==> config.mk <==
export PLATFORM = sky130hd
export DESIGN_NAME = calc_core
export DESIGN_NICKNAME = d
export VERILOG_FILES = /design/src/rtl/calc_core.sv
export SDC_FILE = /design/constraint.sdc
export NUM_CORES = 1
export LEC_CHECK = 0
export ABC_CLOCK_PERIOD_IN_PS = 8500
export CAP_MARGIN = 20
export CORE_UTILIZATION = 66
export DETAILED_ROUTE_END_ITERATION = 10
export HOLD_SLACK_MARGIN = 0.15
export PLACE_DENSITY = 0.89
export REMOVE_ABC_BUFFERS = 1
export SLEW_MARGIN = 20
export SYNTH_ARGS = -nofsm -noshare
export SYNTH_HDL_FRONTEND = slang
export SYNTH_SLANG_ARGS = --single-unit
export TNS_END_PERCENT = 20
==> constraint.sdc <==
create_clock -name clk -period 8.5 [get_ports clk]
set_input_delay 1.275 -clock clk [delete_from_list [all_inputs] [get_ports clk]]
set_output_delay 1.275 -clock clk [all_outputs]
set_load 0.1 [all_outputs]
==> src/rtl/calc_core.sv <==
`default_nettype none
// ============================================================================
//  Module   : calc_core
//  Purpose  : Calculator control and datapath stage that sits after the key
//             decoder. It builds decimal operands from digit keys, applies the
//             selected operator on Enter and registers the value to display.
//             Add, subtract and multiply finish in one compute cycle. Divide
//             uses a restoring divider that produces one quotient bit per
//             cycle.
//  Ports    : clk           - system clock, rising edge
//             rst           - asynchronous reset, active low
//             rx_data       - 4-bit key code (0-9 digits, A-D operators)
//             rx_valid      - one-cycle key strobe qualifying all flags
//             is_digit      - key is a digit
//             is_operator   - key is an operator (A add, B sub, C mul, D div)
//             is_enter      - evaluate
//             is_clear      - clear everything
//             display_val   - registered value currently shown
//             result_valid  - one-cycle pulse when a new result is loaded
//             err           - error indicator, held until Clear
//             busy          - high while a computation is in progress
//  Revision : 1.0 - initial release
// ============================================================================
module calc_core #(
  parameter int WIDTH      = 16,
  parameter int MAX_DIGITS = 4
) (
  input  logic             clk,
  input  logic             rst,
  input  logic [3:0]       rx_data,
  input  logic             rx_valid,
  input  logic             is_digit,
  input  logic             is_operator,
  input  logic             is_enter,
  input  logic             is_clear,
  output logic [WIDTH-1:0] display_val,
  output logic             result_valid,
  output logic             err,
  output logic             busy
);

  localparam int CW  = $clog2(MAX_DIGITS + 1);
  localparam int DCW = $clog2(WIDTH) + 1;

  localparam logic [CW-1:0]  C_MAX_DIGITS = CW'(MAX_DIGITS);
  localparam logic [DCW-1:0] C_DIV_LAST   = DCW'(WIDTH - 1);

  localparam logic [2:0] ST_OPA    = 3'd0;
  localparam logic [2:0] ST_OPB    = 3'd1;
  localparam logic [2:0] ST_CALC   = 3'd2;
  localparam logic [2:0] ST_RESULT = 3'd3;
  localparam logic [2:0] ST_ERR    = 3'd4;

  localparam logic [1:0] OP_ADD = 2'd0;
  localparam logic [1:0] OP_SUB = 2'd1;
  localparam logic [1:0] OP_MUL = 2'd2;
  localparam logic [1:0] OP_DIV = 2'd3;

  logic [2:0]       state_q,   state_d;
  logic [WIDTH-1:0] a_q,       a_d;
  logic [WIDTH-1:0] b_q,       b_d;
  logic [WIDTH-1:0] result_q,  result_d;
  logic [1:0]       op_q,      op_d;
  logic [CW-1:0]    count_a_q, count_a_d;
  logic [CW-1:0]    count_b_q, count_b_d;
  logic [WIDTH-1:0] display_q, display_d;
  logic             rv_q,      rv_d;
  logic [WIDTH-1:0] rem_q,     rem_d;
  logic [WIDTH-1:0] quot_q,    quot_d;
  logic [DCW-1:0]   div_cnt_q, div_cnt_d;

  logic             w_digit, w_oper, w_enter, w_clear;
  logic [1:0]       w_op_code;
  logic [WIDTH-1:0] w_digit_val;
  logic [WIDTH-1:0] w_a_mac, w_b_mac;
  logic [2*WIDTH-1:0] w_sum, w_prod;
  logic [WIDTH:0]   w_shift;
  logic             w_trial_ok;
  logic [WIDTH-1:0] w_trial_diff;
  logic [WIDTH-1:0] w_quot_next;

  assign w_clear = rx_valid & is_clear;
  assign w_digit = rx_valid & is_digit;
  assign w_oper  = rx_valid & is_operator;
  assign w_enter = rx_valid & is_enter;

  // Codes A..D map to 0..3: low two bits plus two wraps 10,11,00,01 -> 0..3.
  assign w_op_code   = rx_data[1:0] + 2'd2;
  assign w_digit_val = WIDTH'(rx_data);

  assign w_a_mac = a_q * WIDTH'(10) + w_digit_val;
  assign w_b_mac = b_q * WIDTH'(10) + w_digit_val;

  assign w_sum  = {{WIDTH{1'b0}}, a_q} + {{WIDTH{1'b0}}, b_q};
  assign w_prod = {{WIDTH{1'b0}}, a_q} * {{WIDTH{1'b0}}, b_q};

  // Restoring divide step: shift in the next dividend bit and trial-subtract.
  // The partial remainder is always below the divisor, so the difference
  // fits in WIDTH bits whenever the trial succeeds.
  assign w_shift      = {rem_q, quot_q[WIDTH-1]};
  assign w_trial_ok   = (w_shift >= {1'b0, b_q});
  assign w_trial_diff = w_shift[WIDTH-1:0] - b_q;
  assign w_quot_next  = {quot_q[WIDTH-2:0], w_trial_ok};

  always_comb begin
    state_d   = state_q;
    a_d       = a_q;
    b_d       = b_q;
    result_d  = result_q;
    op_d      = op_q;
    count_a_d = count_a_q;
    count_b_d = count_b_q;
    rv_d      = 1'b0;
    rem_d     = rem_q;
    quot_d    = quot_q;
    div_cnt_d = div_cnt_q;

    if (w_clear) begin
      state_d   = ST_OPA;
      a_d       = '0;
      b_d       = '0;
      result_d  = '0;
      op_d      = OP_ADD;
      count_a_d = '0;
      count_b_d = '0;
      rem_d     = '0;
      quot_d    = '0;
      div_cnt_d = '0;
    end else begin
      case (state_q)
        ST_OPA: begin
          if (w_digit) begin
            if (count_a_q < C_MAX_DIGITS) begin
              a_d       = w_a_mac;
              count_a_d = count_a_q + CW'(1);
            end
          end else if (w_oper) begin
            op_d      = w_op_code;
            b_d       = '0;
            count_b_d = '0;
            state_d   = ST_OPB;
          end else if (w_enter) begin
            result_d = a_q;
            rv_d     = 1'b1;
            state_d  = ST_RESULT;
          end
        end

        ST_OPB: begin
          if (w_digit) begin
            if (count_b_q < C_MAX_DIGITS) begin
              b_d       = w_b_mac;
              count_b_d = count_b_q + CW'(1);
            end
          end else if (w_oper) begin
            if (count_b_q == '0) op_d = w_op_code;
          end else if (w_enter) begin
            if (count_b_q != '0) begin
              state_d   = ST_CALC;
              rem_d     = '0;
              quot_d    = a_q;
              div_cnt_d = '0;
            end
          end
        end

        ST_CALC: begin
          case (op_q)
            OP_ADD: begin
              if (w_sum[2*WIDTH-1:WIDTH] != '0) begin
                state_d = ST_ERR;
              end else begin
                result_d = w_sum[WIDTH-1:0];
                rv_d     = 1'b1;
                state_d  = ST_RESULT;
              end
            end
            OP_SUB: begin
              if (b_q > a_q) begin
                state_d = ST_ERR;
              end else begin
                result_d = a_q - b_q;
                rv_d     = 1'b1;
                state_d  = ST_RESULT;
              end
            end
            OP_MUL: begin
              if (w_prod[2*WIDTH-1:WIDTH] != '0) begin
                state_d = ST_ERR;
              end else begin
                result_d = w_prod[WIDTH-1:0];
                rv_d     = 1'b1;
                state_d  = ST_RESULT;
              end
            end
            default: begin
              if (b_q == '0) begin
                state_d = ST_ERR;
              end else begin
                rem_d  = w_trial_ok ? w_trial_diff : w_shift[WIDTH-1:0];
                quot_d = w_quot_next;
                if (div_cnt_q == C_DIV_LAST) begin
                  result_d = w_quot_next;
                  rv_d     = 1'b1;
                  state_d  = ST_RESULT;
                end else begin
                  div_cnt_d = div_cnt_q + DCW'(1);
                end
              end
            end
          endcase
        end

        ST_RESULT: begin
          if (w_digit) begin
            a_d       = w_digit_val;
            count_a_d = CW'(1);
            state_d   = ST_OPA;
          end else if (w_oper) begin
            // Chaining: the result becomes operand A and is locked against
            // further digit entry.
            a_d       = result_q;
            count_a_d = C_MAX_DIGITS;
            op_d      = w_op_code;
            b_d       = '0;
            count_b_d = '0;
            state_d   = ST_OPB;
          end
        end

        default: begin
          state_d = ST_ERR;
        end
      endcase
    end

    case (state_d)
      ST_OPA:    display_d = a_d;
      ST_OPB:    display_d = (count_b_d != '0) ? b_d : a_d;
      ST_CALC:   display_d = display_q;
      ST_RESULT: display_d = result_d;
      default:   display_d = '0;
    endcase
  end

  always_ff @(posedge clk or negedge rst) begin
    if (!rst) begin
      state_q   <= ST_OPA;
      a_q       <= '0;
      b_q       <= '0;
      result_q  <= '0;
      op_q      <= OP_ADD;
      count_a_q <= '0;
      count_b_q <= '0;
      display_q <= '0;
      rv_q      <= 1'b0;
      rem_q     <= '0;
      quot_q    <= '0;
      div_cnt_q <= '0;
    end else begin
      state_q   <= state_d;
      a_q       <= a_d;
      b_q       <= b_d;
      result_q  <= result_d;
      op_q      <= op_d;
      count_a_q <= count_a_d;
      count_b_q <= count_b_d;
      display_q <= display_d;
      rv_q      <= rv_d;
      rem_q     <= rem_d;
      quot_q    <= quot_d;
      div_cnt_q <= div_cnt_d;
    end
  end

  assign display_val  = display_q;
  assign result_valid = rv_q;
  assign err          = (state_q == ST_ERR);
  assign busy         = (state_q == ST_CALC);

endmodule
`default_nettype wire

==> results.md, run 1 <==
* Die Width at ~170 µm
* Rows at 62
* Post-CTS Hold Buffers at 0
* Non-filler cells, final at roughly 2700
* Peak supply drop at 177 µV
* WP data required at roughly 8800 ps
* Post-DRT Antenna Nets at 0
* CTS sink cnt at ~110
* Main synth FF type: dfrtp_1
* Remaining global-route overflow at 0
* Max incr delay on CP at ~1000 ps
* Global-route usage over all layers at between 40% and 50%
* Crit Path Category: flip-flop to flip-flop
* Vias in the first global route at ~18000
* P&R area growth vs syn at 6.21%
* Via density at ~6.7
* Wirelength per Cell at around 24 µm
* Status: completed
* CP Capture Type: flip-flop
* Crit path from: a_q[9]$_DFF_PN0_
* Count leader, synth: inv_1
* Clk slew on worst S/H paths at roughly 70 ps
* Share of the synthesized area in the top cell type at between 20% and 30%
* Syn avg cell area at roughly 8.4 µm²
* Post-route clock skew at 11.9 ps
* IO Port Bufs at 29
* FMAX at approximately 120 MHz
* Antenna diodes at 0
* CP endpoint: display_val[5]$_DFFE_PN0P_
* Leakage at between 0.009 and 0.01 µW
* Clock Latency Late Sink at 410 ps
* Min-Delay Path Class: flip-flop to flip-flop
* Initial antenna violation count at 1
* Worst rel slew slack at around 27%
* Post-DP HPWL at approximately 50 mm
* Post-route setup slack at ~270 ps
* CTS root buffer: clkbuf_16
* Crit start category: flip-flop
* Synth warnings at 0
* Drt pass-1 iters at 8
* Post-synthesis cell count at ~2300
* DIE HEIGHT at 174 µm
* Core area at slightly below 30000 µm²
* Worst-case clock buffer depth at 2
* Share of layout cells above drive strength 1 at under 10%
* Worst slew pin tran at around 1100 ps
* Total setup buffers inserted after CTS at 0
* Pre-CTS WS at between 400 and 500 ps
* TritonCTS buffer count at 17
* First-pass GRT wire length at around 100 mm
* Worst reg2reg endpoint: display_val[5]$_DFFE_PN0P_
* Starting Density at between 60 and 70%
* Placed cells at 2675
* Min-Delay Startpoint: div_cnt_q[4]$_DFFE_PN0P_
* Crit-path cells: nand2_1 > fa_1 > fa_1 > fa_1 > fa_1 > inv_1 > fa_1 > inv_1 > fa_1 > inv_1 > ha_1 > a21oi_2 > o21ai_2 > a311oi_4 > a31o_1 > a311oi_2 > nor4b_4 > and4b_1 > a21oi_1 > o21ai_0 > a31oi_1 > a221o_1
* Synth unique cells at ~110
* CP max-delay cell: dfrtp_1
* #FFs+latches synth at between 100 and 150
* Max_cap viols at 0
* RePlAce Congestion at ~1.0
* Power Density at approximately 210 nW/µm²
* CTS H-tree lvls at 4
* DRT Wirelength at about 64 mm
* Unrepaired setup endpoints after global routing: false
* Fin crit share at 96.9%
* Setup TNS at 0 ps
* Via count at between 15000 and 20000
* Max Slew Vio Count at 0
* Asr flop ratio synth at 100%
* Final Cell Area at ~21000 µm²
* Final Hold Violating Endpoints at 0
* Commonest cells post-synth: inv_1 (291), nand2_1 (255), ha_1 (209)
* Register-to-register setup slack at between 200 and 300 ps
* Post-CTS Resized at 0
* Cell accounting for the most synthesized area: fa_1
* Final net count at about 2700
* Depth of the most critical reg-to-reg path at 22
* Cell mode on critical path: fa_1
* Sequential share of the synthesized area at roughly 14%
* I/O pins at 30
* Worst R2R Start: a_q[9]$_DFF_PN0_
* Minimum clock period at 8230 ps
* Finish-stage setup viols at 0
* CP max FO at 20
* Starting DRT DRC Count at roughly 2500
* Die area at 30400 µm²
* Critical path arrival at between 8000 and 9000 ps
* Cell Area, Placed at roughly 20000 µm²
* Synth Cell Area at roughly 20000 µm²
* Number of synthesized flops with an enable pin at 0
* CTS tree: built
* Top area cells in the synthesized netlist: fa_1 (20%), dfrtp_1 (14%), ha_1 (13%)
* Pin count of the biggest net entering global routing at 71
* DRC Markers at 0
sequential cells by signal, summed over array words and instances (netlist names), 5 cells and up:
register     cells
b_q             16
a_q             16
div_cnt_q        5
rem_q           16
result_q        16
display_val     16
quot_q          16
cell usage in the layout (no fill, tap or decap), drive strengths merged, types with 16 or more instances in the layout:
| cell type | n |
|---|---|
| o21ai | 110 |
| a21o | 30 |
| buf | 42 |
| o31ai | 16 |
| nor2 | 169 |
| or3 | 18 |
| clkbuf | 17 |
| o211ai | 19 |
| ha | 209 |
| a31oi | 19 |
| and2 | 127 |
| a221o | 29 |
| nand2b | 27 |
| a211oi | 17 |
| a22oi | 26 |
| nand2 | 256 |
| inv | 300 |
| a21oi | 108 |
| nor3 | 40 |
| clkdlybuf4s50 | 28 |
| nor2b | 31 |
| nand3 | 33 |
| xnor2 | 45 |
| fa | 201 |
| o22ai | 23 |
| nand4 | 21 |
| dfrtp | 113 |
critical path, delay by kind of cell, from the launching register on:
| family | cells | cell delay, ps |
|---|---|---|
| AO/OA/AOI/OAI | 9 | 2150 |
| adder cells (fa/ha/maj) | 7 | 3450 |
| buffers and inverters | 3 | 140 |
| flip-flops | 1 | 1040 |
| AND/OR/NAND/NOR | 3 | 1290 |
final cells by class:
cell class                 instances  area [µm²]
fill                            2212        8160
multi-input combinational       1817       15200
clock buffer                      17         425
inverter                         292        1100
tap                              384         480
sequential                       113        2830
timing repair buffer              70         616
clock inverter                    15         198
kinds of logic after synthesis:
kind of cell	synth area share, %
flip-flops	14.4
XOR/XNOR	2.68
multiplexers	0.586
buffers and inverters	8.27
AO/OA/AOI/OAI	20.2
AND/OR/NAND/NOR	20.1
adder cells (fa/ha/maj)	33.8
report_power, final:
group / switching [µW] / internal (µW) / total (µW)
combinational: 1740 / 937 / 2670
sequential: 314 / 641 / 955
clock: 299 / 473 / 772
total: 2350 / 2050 / 4400
how the worst min path moves through the flow:
stage | to | slack (ps) | cells past startpoint
after detailed placement | div_cnt_q[4]$_DFFE_PN0P_ | 470 | 2
after floorplan | div_cnt_q[4]$_DFFE_PN0P_ | 450 | 2
after global routing | div_cnt_q[4]$_DFFE_PN0P_ | 520 | 2
after global placement | div_cnt_q[4]$_DFFE_PN0P_ | 460 | 2
final | div_cnt_q[4]$_DFFE_PN0P_ | 480 | 2
after CTS | div_cnt_q[4]$_DFFE_PN0P_ | 490 | 2
metal layers:
layer | GRT usage (%) | part of all wire [%]
met4 | 21.4 | 5.5
met3 | 9.01 | 12
met5 | 0 | 0.030
met2 | 66.7 | 44
met1 | 57.2 | 38
per-stage QoR:
stage                     total power, µW  utilization [%]  hold slack (ps)
after CTS                            4280             71.8              485
final                                4400             71.9              480
after global placement               3450             69.6              462
after global routing                 4590             71.9              518
after floorplan                      2600                -              449
after detailed placement             3500             69.6              471
No activity file was read; power rests on OpenSTA's default activity.
==> inputs of run 2 (changes only) <==
Settings changed: ABC_CLOCK_PERIOD_IN_PS 8500 to 9800, CORE_UTILIZATION 66 to 70, PLACE_DENSITY 0.89 to 0.94.
Clock period 8.5 ns to 9.8 ns, I/O delays scaled along.
==> run 2 against run 1 <==
  * Register-to-register slack gained 1100 ps
  * Worst setup slack better by 1100 ps
  * Critical path type unchanged
  * Critical endpoint is now display_val[11]$_DFFE_PN0P_
  * Clock power decreased by 18%
==> results.md, run 2 (synthesized netlist as in run 1, its figures left out) <==
* Status: completed (unchanged)
* Worst R2R Start: a_q[8]$_DFF_PN0_ (was a_q[9]$_DFF_PN0_)
* IO Port Bufs at 29 (unchanged)
* CP Capture Type: flip-flop (unchanged)
* Unrepaired setup endpoints after global routing: false (unchanged)
* Die Width at 169 µm (was 174 µm)
* Placed cells at 2651 (was 2675)
* Pin count of the biggest net entering global routing at 79 (was 71)
* Multi-input logic area at 15200 µm² (unchanged)
* CP endpoint: display_val[11]$_DFFE_PN0P_ (was display_val[5]$_DFFE_PN0P_)
* Worst rel slew slack at 18.0% (was 27.0%)
* Crit path from: a_q[8]$_DFF_PN0_ (was a_q[9]$_DFF_PN0_)
* Power Density at 182 nW/µm² (was 211 nW/µm²)
* Worst reg2reg endpoint: display_val[11]$_DFFE_PN0P_ (was display_val[5]$_DFFE_PN0P_)
* Die area at 28700 µm² (was 30400 µm²)
* P&R area growth vs syn at 5.44% (was 6.21%)
* DIE HEIGHT at 169 µm (was 174 µm)
* Leakage at 0.00947 µW (was 0.00957 µW)
* Fin crit share at 85.8% (was 96.9%)
* Final Cell Area at 20700 µm² (was 20900 µm²)
* Critical path arrival at 8690 ps (was 8520 ps)
* Max_cap viols at 0 (unchanged)
* Final net count at 2720 (was 2732)
* Cell mode on critical path: fa_1 (unchanged)
* Crit-path cells: ha_1 > inv_1 > fa_1 > fa_1 > fa_1 > fa_1 > fa_1 > fa_1 > inv_1 > ha_1 > nand4_1 > o22ai_1 > nor2_1 > a21o_1 > mux2_1 > o2111ai_1 > and4b_1 > a31oi_1 > nand4_1 > a311oi_1 > o211ai_1 (was nand2_1 > fa_1 > fa_1 > fa_1 > fa_1 > inv_1 > fa_1 > inv_1 > fa_1 > inv_1 > ha_1 > a21oi_2 > o21ai_2 > a311oi_4 > a31o_1 > a311oi_2 > nor4b_4 > and4b_1 > a21oi_1 > o21ai_0 > a31oi_1 > a221o_1)
* WP data required at 10090 ps (was 8790 ps)
* Share of layout cells above drive strength 1 at 5.71% (was 6.24%)
* Non-filler cells, final at 2684 (was 2708)
* Finish-stage setup viols at 0 (unchanged)
* Post-DRT Antenna Nets at 0 (unchanged)
* Global-route usage over all layers at 45.5% (was 43.0%)
* First-pass GRT wire length at 99.9 mm (was 101 mm)
* CTS H-tree lvls at 4 (unchanged)
* RePlAce Congestion at 0.995 (was 1.04)
* Crit Path Category: flip-flop to flip-flop (unchanged)
* Rows at 60 (was 62)
* CTS tree: built (unchanged)
* FMAX at 119 MHz (was 121 MHz)
* Setup TNS at 0 ps (unchanged)
* Cell Area, Placed at 20100 µm² (was 20200 µm²)
* Depth of the most critical reg-to-reg path at 21 (was 22)
* CTS root buffer: clkbuf_16 (unchanged)
* Post-route setup slack at 1400 ps (was 267 ps)
* Wirelength per Cell at 23.7 µm (about the same)
* Min-Delay Path Class: flip-flop to flip-flop (unchanged)
* Most frequent cells in the layout: inv_1 (291), nand2_1 (255), ha_1 (209) (unchanged)
* Worst-case clock buffer depth at 2 (unchanged)
* Minimum clock period at 8400 ps (was 8230 ps)
* Via count at 18512 (was 18272)
* Max incr delay on CP at 1160 ps (was 1040 ps)
* Clk slew on worst S/H paths at 70 ps (about the same)
* CTS sink cnt at 113 (unchanged)
* DRC Markers at 0 (unchanged)
* Clock Latency Late Sink at 420 ps (was 410 ps)
* Fillers at 1914 (was 2212)
* CP max-delay cell: dfrtp_1 (unchanged)
* Via density at 6.90 (was 6.75)
* Worst slew pin tran at 1230 ps (was 1080 ps)
* Core area at 27300 µm² (was 29000 µm²)
* Peak supply drop at 172 µV (was 177 µV)
* Register-to-register setup slack at 1400 ps (was 270 ps)
* Final core occ at 76.0% (was 71.9%)
* Pre-CTS WS at 1740 ps (was 440 ps)
* CP max FO at 22 (was 20)
* Total setup buffers inserted after CTS at 0 (unchanged)
* Commonest non-fill, non-tap cell in the layout: inv_1 (unchanged)
* Starting DRT DRC Count at 2499 (was 2451)
* I/O pins at 30 (unchanged)
* Reg area at 2830 µm² (unchanged)
* Antenna diodes at 0 (unchanged)
* Initial antenna violation count at 1 (unchanged)
* DRT Wirelength at 63.5 mm (was 64.1 mm)
* Final Hold Violating Endpoints at 0 (unchanged)
* Crit start category: flip-flop (unchanged)
* Post-CTS Resized at 0 (unchanged)
* Post-CTS Hold Buffers at 0 (unchanged)
* TritonCTS buffer count at 17 (unchanged)
* Vias in the first global route at 18505 (was 18349)
* Remaining global-route overflow at 0 (unchanged)
* Starting Density at 72.0% (was 67.7%)
* Max Slew Vio Count at 0 (unchanged)
* Post-DP HPWL at 47.9 mm (was 49.6 mm)
* Post-route clock skew at 14.9 ps (was 11.9 ps)
* Drt pass-1 iters at 7 (was 8)
==> run 2: cell count changes in the layout (fill, tap and decap cells not counted), sizes merged <==
cell      previous run  this run
clkinvlp             1         5
clkbuf              17        18
buf                 42        30
bufinv               3         2
inv                300       296
==> run 2: cell type report <==
cell class              count  share of cell area, %
repair buffers             58                   2.50
clock inverters            14                  0.749
clock buffers              18                   2.07
well taps                 372                   2.25
inverters                 292                   5.29
flip-flops and latches    113                   13.7
multi-input cells        1817                   73.5
==> run 2: per-stage QoR <==
stage | total power (µW) | hold slack (ps)
detailed placement | 3000 | 482
global route | 3930 | 551
global placement | 2950 | 462
floorplan | 2250 | 449
finish | 3770 | 524
CTS | 3650 | 514
==> run 2: where the power goes <==
part	leakage (µW)	total [µW]	internal (µW)	switching, µW
clock	0.000270	631	377	254
sequential	0.00156	802	557	246
combinational	0.00765	2340	800	1540
total	0.00947	3770	1730	2040
==> run 2: worst min-delay path by stage <==
| stage | start | end | slack (ps) | cells past startpoint |
|---|---|---|---|---|
| floorplan | div_cnt_q[4]$_DFFE_PN0P_ | div_cnt_q[4]$_DFFE_PN0P_ | 450 | 2 |
| global placement | div_cnt_q[4]$_DFFE_PN0P_ | div_cnt_q[4]$_DFFE_PN0P_ | 460 | 2 |
| detailed placement | div_cnt_q[4]$_DFFE_PN0P_ | div_cnt_q[4]$_DFFE_PN0P_ | 480 | 2 |
| CTS | div_cnt_q[4]$_DFFE_PN0P_ | div_cnt_q[4]$_DFFE_PN0P_ | 510 | 2 |
| global route | div_cnt_q[4]$_DFFE_PN0P_ | div_cnt_q[4]$_DFFE_PN0P_ | 550 | 2 |
| finish | div_cnt_q[4]$_DFFE_PN0P_ | div_cnt_q[4]$_DFFE_PN0P_ | 520 | 2 |
==> run 2: worst max-delay path: cells and delay by family, from the launching register on <==
family / cells / cell delay, ps
buf+inv: 2 / 150
mux: 1 / 340
flops: 1 / 1160
simple gates: 4 / 860
compound gates: 6 / 1980
fa+ha+maj: 8 / 3750
==> run 2: layer usage <==
layer	part of all wire, %	vias to the layer above	global-route usage [%]
li1	-	7963	-
met1	37	8946	57.2
met2	44	1310	70.0
met3	13	289	13.7
met4	5.8	4	25.5
met5	0.036	-	0
